--- config.mk ---
export PLATFORM = sky130hd
export DESIGN_NAME = sequence_player
export DESIGN_NICKNAME = d
export VERILOG_FILES = /design/src/rtl/sequence_player.sv
export SDC_FILE = /design/constraint.sdc
export NUM_CORES = 1
export LEC_CHECK = 0
export CORE_MARGIN = 4
export CORE_UTILIZATION = 50
export DETAILED_ROUTE_END_ITERATION = 8
export GPL_ROUTABILITY_DRIVEN = 1
export PLACE_DENSITY_LB_ADDON = 0.05
export SYNTH_ARGS = -nofsm -noshare
export SYNTH_HDL_FRONTEND = slang
export SYNTH_SLANG_ARGS = --single-unit
--- constraint.sdc ---
create_clock -name clk -period 2.4 [get_ports clk]
set_input_delay 0.48 -clock clk [delete_from_list [all_inputs] [get_ports clk]]
set_output_delay 0.48 -clock clk [all_outputs]
set_load 0.05 [all_outputs]
--- src/rtl/sequence_player.sv ---
// sequence_player: replays the stored colour sequence oldest-first with fixed on/off timing.
// Optional SEQUENCE_PLAYER_ABORT_EN adds an abort input that cancels playback in ON/OFF.
module sequence_player #(
  parameter int ON_CYCLES  = 25_000_000,
  parameter int OFF_CYCLES = 12_500_000
) (
  input  logic             clk,
  input  logic             reset,
  input  logic             start,
  input  logic [5:0]       seq_len,
  input  logic [32:0][1:0] segment,
  input  logic             abort,
  output logic [1:0]       colour_out,
  output logic             colour_valid,
  output logic             busy,
  output logic             done
);
  localparam int MAXC = ON_CYCLES > OFF_CYCLES ? ON_CYCLES : OFF_CYCLES;
  localparam int TW = $clog2(MAXC + 1);
  localparam logic [TW-1:0] ON_T = TW'(ON_CYCLES);
  localparam logic [TW-1:0] OFF_T = TW'(OFF_CYCLES);
  localparam logic [TW-1:0] T_END = TW'(1);
  typedef enum logic [1:0] {IDLE, ON, OFF, DONE} state_t;
  state_t state, state_n;
  logic [32:1][1:0] snap, snap_n;
  logic [5:0] idx, idx_n, len, dec;
  logic [TW-1:0] timer, timer_n;
  logic [1:0] colour_n;
  logic valid_n, busy_n, done_n;
  logic unused;
  assign len = seq_len > 6'd32 ? 6'd32 : seq_len;
  assign dec = idx != 6'd0 ? idx - 6'd1 : 6'd0;
`ifdef SEQUENCE_PLAYER_ABORT_EN
  assign unused = ^segment[0];
`else
  assign unused = ^{abort, segment[0]};
`endif
  always_comb begin
    state_n = state;
    snap_n = snap;
    idx_n = idx;
    timer_n = timer;
    colour_n = colour_out;
    valid_n = colour_valid;
    busy_n = busy;
    done_n = 1'b0;
    case (state)
      IDLE: if (start) begin
        snap_n = segment[32:1];
        idx_n = len;
        busy_n = 1'b1;
        state_n = len == 6'd0 ? DONE : ON;
        done_n = len == 6'd0;
        timer_n = ON_T;
        colour_n = len == 6'd0 ? 2'd0 : segment[len];
        valid_n = len != 6'd0;
      end
      ON: if (timer == T_END) begin
        state_n = OFF;
        timer_n = OFF_T;
        colour_n = 2'd0;
        valid_n = 1'b0;
      end else timer_n = timer - T_END;
      OFF: if (timer == T_END) begin
        idx_n = dec;
        state_n = dec == 6'd0 ? DONE : ON;
        done_n = dec == 6'd0;
        timer_n = ON_T;
        colour_n = dec == 6'd0 ? 2'd0 : snap[dec];
        valid_n = dec != 6'd0;
      end else timer_n = timer - T_END;
      DONE: begin
        state_n = IDLE;
        busy_n = 1'b0;
      end
      default: state_n = IDLE;
    endcase
`ifdef SEQUENCE_PLAYER_ABORT_EN
    if (abort && (state == ON || state == OFF)) begin
      state_n = IDLE;
      colour_n = 2'd0;
      valid_n = 1'b0;
      busy_n = 1'b0;
      done_n = 1'b0;
    end
`endif
  end
  always_ff @(posedge clk or negedge reset)
    if (!reset) begin
      state <= IDLE;
      snap <= '0;
      idx <= '0;
      timer <= '0;
      colour_out <= 2'd0;
      colour_valid <= 1'b0;
      busy <= 1'b0;
      done <= 1'b0;
    end else begin
      state <= state_n;
      snap <= snap_n;
      idx <= idx_n;
      timer <= timer_n;
      colour_out <= colour_n;
      colour_valid <= valid_n;
      busy <= busy_n;
      done <= done_n;
    end
endmodule

# Word-level counts from Yosys, hierarchy flattened

Cells that the tools add are included.

Word-level logic and storage cells: 100
Output and inout bits: 5
Register bits after elaboration: 102
Input port bits: 76

Add/sub/neg operators: 2
Magnitude comparators: 3
Reductions and logical operators: 15
Equality and inequality tests: 7
Muxes and demuxes: 34

Operators with widths:

| cell                  | count |
|---|---|
| $mux 25               | 3 |
| $pmux 25 s3           | 1 |
| $eq 25x1->1 const B   | 1 |
| $sub 25x1->25 const B | 1 |
| $bmux 2 s6            | 2 |
| $mux 2                | 12 |
| $mux 6                | 4 |
| $reduce_bool 6->1     | 3 |
| $lt 6x7->1 const B    | 2 |
| $logic_not 6->1       | 2 |
| $pmux 6 s2            | 1 |
| $pmux 2 s4            | 1 |
| $gt 6x6->1 const B    | 1 |
| $mux 1                | 6 |
| $ne 2x2->1 const B    | 3 |
| $pmux 2 s3            | 1 |
| $reduce_and 2->1      | 3 |
| $reduce_and 3->1      | 2 |
| $sub 6x1->6 const B   | 1 |
| $eq 2x2->1 const B    | 2 |
| $pmux 1 s2            | 2 |
| $reduce_and 4->1      | 1 |
| $reduce_bool 2->1     | 2 |
| $pmux 1 s3            | 1 |
| 3 further kinds       | 3 |

# Logic depth before layout (Yosys ltp)

Depth in word-level cells: 7
Gate-level depth with buffers: 10
Mapped depth without buffers: 9

# Least setup slack after synthesis

No wires, ideal clock.

Path kind: register to register
Start point: reg idx[0]
End point: reg colour_out[1]
Period minus slack after synthesis: 2.547 ns
Data required time: 2.297 ns
Cell stages (with the launch flop): 10
Path slack: -0.147 ns
Arrival time: 2.443 ns
Path through: dfrtp_1 inv_1 ha_1 or4b_4 nor2_8 nor3_1 o22a_1 a2111oi_2 nor3_1 o41ai_2

Cells in the longest elaborated chain, start to end: 7
Elaborated cells between the ends (all ways): 9

RTL lines:

| item                                                    | RTL line | text |
|---|---|---|
| start: declaration                                      | 26       | `logic [5:0] idx, idx_n, len, dec;` |
| start signal: assignment                                | 101      | `idx <= idx_n;` |
| $sub 6x1->6 / $reduce_bool 6->1 (equally long branches) | 32       | `assign dec = idx != 6'd0 ? idx - 6'd1 : 6'd0;` |
| $mux 6 (*)                                              | 32       |  |
| $bmux 2 s6                                              | 69       | `colour_n = dec == 6'd0 ? 2'd0 : snap[dec];` |
| $mux 2 (implied by the code)                            | 69       |  |
| $mux 2 (*)                                              | 69       |  |
| $mux 2 (*)                                              | 64       | `OFF: if (timer == T_END) begin` |
| $pmux 2 s3 (*)                                          | 47       | `case (state)` |
| end signal: assignment                                  | 103      | `colour_out <= colour_n;` |
| end: declaration                                        | 13       | `output logic [1:0] colour_out,` |

Every way passes the cells marked *; elsewhere a longest branch is shown, timed or not. The select of a mux whose other input is x is not followed.
A chain may end at the register's enable or synchronous reset.

# Worst setup path in the final report

Start point: reg idx[1]
End point: reg colour_out[1]

Same word-level chain as after synthesis.

==> flow_summary.ini <==
[routing]
route.met2.wl_mm = 9.48
wl_per_cell_um = 20.3
m1WireLength_mm = 7.78
drtIter0Drc = 380
first_pass_iters = 5
met3_length_mm = 1.18
routed_wl_mm = 18.9
top_layer = met4
vias_per_cell = 6.11
route.vias.total = 5715
ant_nets = 0
drc = 0

[setup_path]
startpoint_type = flop
cp-end-kind = flop
path_max_fanout = 4
cpMaxStageDelayCell = or4b_4
worstPathRequired_ns = 2.65
path_cells = inv_2 > ha_4 > or4b_4 > a21oi_4 > buf_12 > a2111oi_4 > a2111oi_4 > a21o_1 > a21oi_1 > o41ai_2
crit_top_cell = a2111oi_4
crit_type = reg2reg
critPathMaxStageDelay_ns = 0.54
cp.arrival_ns = 2.72

[clocking]
clkTransAtPathRegs_ns = 0.07
numCtsBuffers = 9
cts-root-buf = clkbuf_16
postCtsHoldBufs = 0
cts_tree = yes
clock_tree.buffer_depth = 2
clock_latency_ns = 0.35
htreeDepth = 3
cts_sinks = 102

[cells_and_area]
final_common_cell = dfrtp_1
area_growth_syn_to_layout_pct = 36.4
finalNonFillerCells = 935
utilization = 0.695
drive_gt1_frac = 0.299
num_antenna_cells = 0
final_area_sq_um = 8310
nets = 868
most-common-layout-cells = dfrtp_1 (102), buf_4 (99), clkdlybuf4s50_1 (78), mux2_2 (70), nor2_1 (55)

[placed_design]
pre_cts_slack_ns = -0.169
io_buffers = 79
dp.cells = 912
place_area_sq_um = 7760
routabilityCongestion = 0.957
dp_hpwl_mm = 14.0

[synth]
synth-edff-count = 0
synth.cell_area_sq_um = 6090
synth_ff_type = dfrtp_1
synth_cell_types = 69
synth-seq-cells = 102
synthCells = 620
ys.warnings.count = 0
yosysTopAreaCell = dfrtp_1
synthArstFlopShare = 1.00
syn_avg_cell_area_sq_um = 9.83
yosys.area.top_type_share = 0.419
synth_nets = 705
synth_seq_area_share = 0.419
yosys-top-cells-area = dfrtp_1 (42%), mux2_2 (13%), a21oi_1 (4.4%)

[die]
die_width_um = 118
placementRows = 40
initial_core_util = 0.510
dieArea_sq_um = 14000
ioPinCount = 81
die_y_um = 118
fp.coreArea_sq_um = 12000

[sta]
period_needed_ns = 2.46
slew_headroom = 0.524
drv_slew = 0
finalWorstSetupSlack_ns = -0.0639
tightestPinTransition_ns = 0.708
min_period_over_period = 1.03
report.final.hold_viol_count = 0
setup_viol = 2
finalClockSkew_ns = 0.00330
rsz0062_at_grt = true
fmax_mhz = 406

[global_routing]
grt_pass1_wl_mm = 30.5
grt_max_degree = 58
grt.overflow.total = 0
grt_pass1_vias = 5897
antenna_found_initial = 0
track_usage = 0.273

[hold_path]
min_path_type = in2async

[run]
cap_violations = 0

[run_status]
violations = setup timing
outcome = finished with violations

[pwr]
total_power_uw = 3840
ir_drop_mv = 0.460
p_leak_uw = 0.00375
power.density_nw_per_um2 = 461
what timing repair did:
action	4_1_cts	5_1_grt
endpoints found under the setup margin	6	20
hold endpoints to repair	0	0
gates cloned	0	0
setup buffers	3	5
resized for setup	10	30
pin swaps	4	12
cell families (layout without fill, tap and decap cells):
logic type,after synthesis,in the layout,synth area share
AO/OA/AOI/OAI,181,181,0.202
adder cells (fa/ha/maj),9,9,0.0185
AND/OR/NAND/NOR,174,174,0.144
multiplexers,95,95,0.172
flip-flops,102,102,0.419
XOR/XNOR,6,6,0.00862
buffers and inverters,53,221,0.0359
flip-flops by register name (all words and copies together), names as in the netlist:
register	cells
colour_out	2
snap	64
busy	1
state	2
timer	25
idx	6
colour_valid	1
done	1
synthesized netlist by cell type, types with 4 or more instances:
cell,number
a211oi_1,6
a2111oi_0,4
a221oi_1,10
nor2b_1,8
o22ai_1,8
o22a_1,8
o221ai_1,5
nor3_1,14
or3_1,5
nand2b_1,8
a21o_1,4
nor2_1,56
nand2_1,38
and2_1,5
nand4_1,4
mux2i_1,24
nor4_1,8
ha_1,9
nand3_1,10
clkbuf_1,23
buf_2,7
a31oi_1,12
inv_1,19
o21ai_0,33
o211ai_1,4
mux2_2,70
a21oi_1,53
dfrtp_1,102
routing by layer:
metal | up-vias | track usage
li1 | 2643 | -
met1 | 2800 | 0.347
met2 | 227 | 0.467
met3 | 45 | 0.0522
met4 | 0 | 0.0927
met5 | - | 0
layout make-up:
type | instances | area [sq um]
Multi-Input combinational cell | 465 | 3550
Sequential cell | 102 | 2550
Inverter | 19 | 71.3
Clock buffer | 11 | 233
Clock inverter | 5 | 41.3
Timing Repair Buffer | 186 | 1680
Fill cell | 924 | 3650
Tap cell | 147 | 184
critical path: cells and delay by family (launching register included):
kind	cells	cell delay [ns]
fa+ha+maj	1	0.14
compound gates	6	1.02
buf+inv	2	0.26
simple gates	1	0.54
flops	1	0.41
through the flow:
| stage | hold WS, ns | TNS (ns) |
|---|---|---|
| 4_1_cts | 0.0643 | -0.114 |
| 2_1_floorplan | 0.184 | 0 |
| 3_5_place_dp | 0.443 | -0.501 |
| 3_3_place_gp | 0.437 | -0.323 |
| 6_report | 0.0538 | -0.0971 |
| 5_1_grt | 0.0813 | -0.246 |
worst paths after layout:
path | slack [ns] | end | start | cells past startpoint
worst min-delay path | 0.05 | busy$_DFFE_PN0P_ | reset | 1
min in group clk | 0.50 | timer[15]$_DFFE_PN0P_ | timer[15]$_DFFE_PN0P_ | 2
worst max-delay path | -0.06 | colour_out[1]$_DFFE_PN0P_ | idx[1]$_DFFE_PN0P_ | 10
worst max register to register | -0.06 | colour_out[1]$_DFFE_PN0P_ | idx[1]$_DFFE_PN0P_ | 10
worst min register to register | 0.50 | timer[15]$_DFFE_PN0P_ | timer[15]$_DFFE_PN0P_ | 2
max in group asynchronous | 1.66 | timer[2]$_DFFE_PN0P_ | reset | 2
power breakdown:
group	leakage [uW]	total [uW]	switching, uW	internal (uW)
sequential	0.00134	1730	6.64	1730
combinational	0.00228	688	340	348
clock	0.000127	1410	698	717
(Power assumes the default switching activity.)
==> patch: new RTL, same settings <==
The 4 states of `state_t` get a Gray code encoding in 2 bits.
--- a/src/rtl/sequence_player.sv
+++ b/src/rtl/sequence_player.sv
@@ -21,5 +21,5 @@
   localparam logic [TW-1:0] OFF_T = TW'(OFF_CYCLES);
   localparam logic [TW-1:0] T_END = TW'(1);
-  typedef enum logic [1:0] {IDLE, ON, OFF, DONE} state_t;
+  typedef enum logic [1:0] {IDLE = 2'b00, ON = 2'b01, OFF = 2'b11, DONE = 2'b10} state_t;
   state_t state, state_n;
   logic [32:1][1:0] snap, snap_n;
Function: same outputs for any inputs over 10 cycles, from zero or initial values and one cycle with reset low; not proved beyond that.
==> patch against the unedited design <==
  * Cell area up 1.2%
  * Sequential cell count unchanged
  * Setup slack gained 0.072 ns
  * Area after synthesis decreased by 0.99%
  * Routed wire length is 1.1% lower
  * Via count down 0.26%
  * Non-clock buffer count grew 5
  * Critical path type unchanged
Power is not compared: it rests on default switching activity, and its combinational part moved more than twofold at a synthesized area within 25%.
==> patch: results (changes against the unedited design) <==
| Metric | Value |
|---|---|
| Total track usage | `0.272 (was 0.273)` |
| Worst clock skew | `0.00748 ns (was 0.00330 ns)` |
| DRT met1 WL | `7.61 mm (was 7.78 mm)` |
| Hold Slack | `0.0878 ns (was 0.0538 ns)` |
| Worst r2r src | `timer[10] (was idx[1])` |
| Wirelength, routed | `18.7 mm (was 18.9 mm)` |
| Post-Layout Cell Count | `937 (was 935)` |
| Router iterations before antenna repair | `6 (was 5)` |
| CTS H-tree depth | `3 (unchanged)` |
| Adder-cell share of the synthesized area | `0.0187 (was 0.0185)` |
| Largest net degree at the start of global routing | `66 (was 58)` |
| Status | `complete, no violations (was finished with violations)` |
| Delay of the slowest cell on the worst path | `0.47 ns (was 0.54 ns)` |
| Kind of cell adding the most delay to the critical path | `simple AND/OR/NAND/NOR gates (was compound AO/OA/AOI/OAI gates)` |
| WL met3 | `984 um (was 1.18 mm)` |
| Max FO, Critical Path | `5 (was 4)` |
| Final setup margin | `0.00829 ns (was -0.0639 ns)` |
| Hpwl dp | `13.8 mm (was 14.0 mm)` |
| GR Util met1 | `0.337 (was 0.347)` |
| Most frequent cells after synthesis | `dfrtp_1 (102), mux2_2 (72), nand2_1 (50) (was dfrtp_1 (102), mux2_2 (70), nor2_1 (56))` |
| GP Congestion | `0.934 (was 0.957)` |
| Fillcell total | `877 (was 924)` |
| DR vias | `5700 (was 5715)` |
| Layout cell share with drive strength beyond 1 | `0.326 (was 0.299)` |
| Post CTS Setup Buffer Count | `0 (was 3)` |
| Synth Area in XOR/XNOR | `0.0102 (was 0.00862)` |
| Multiplexer share of the synthesized area | `0.165 (was 0.172)` |
| DR iter-0 viols | `511 (was 380)` |
| Slowest-stage cell, CP | `or4_4 (was or4b_4)` |
| Grt met2 use | `0.464 (was 0.467)` |
| Pre-CTS setup slack | `-0.400 ns (was -0.169 ns)` |
| Met2 routed WL | `9.62 mm (was 9.48 mm)` |
| Nets | `874 (was 868)` |
| DP Area | `7750 sq um (was 7760 sq um)` |
[patch: cell types whose count changed in the layout (fill, tap and decap cells not counted), moves of 5 or more]
cell     delta
nor2_1     -14
a21oi_1    -11
mux2i_1    -11
nand2_1    +10
nor2b_1     +6
o31ai_1     +6
a31oi_1     -5
nand3_1     +5
[patch: final cells by class]
| type | instances | area [sq um] | share of cell area |
|---|---|---|---|
| clock inverters | 6 | 71.3 | 0.00848 |
| clock buffers | 10 | 229 | 0.0272 |
| multi-input cells | 468 | 3590 | 0.426 |
| inverters | 17 | 65.1 | 0.00774 |
| well taps | 143 | 179 | 0.0213 |
| flip-flops and latches | 102 | 2550 | 0.303 |
| repair buffers | 191 | 1730 | 0.205 |
[patch: final timing paths]
check | to | cells past startpoint
setup / recovery | timer[22] | 7
hold / removal | timer[5] | 1
setup reg to reg | timer[22] | 7
hold reg to reg | timer[10] | 2
max in group asynchronous | snap[46] | 2
min in group clk | timer[10] | 2
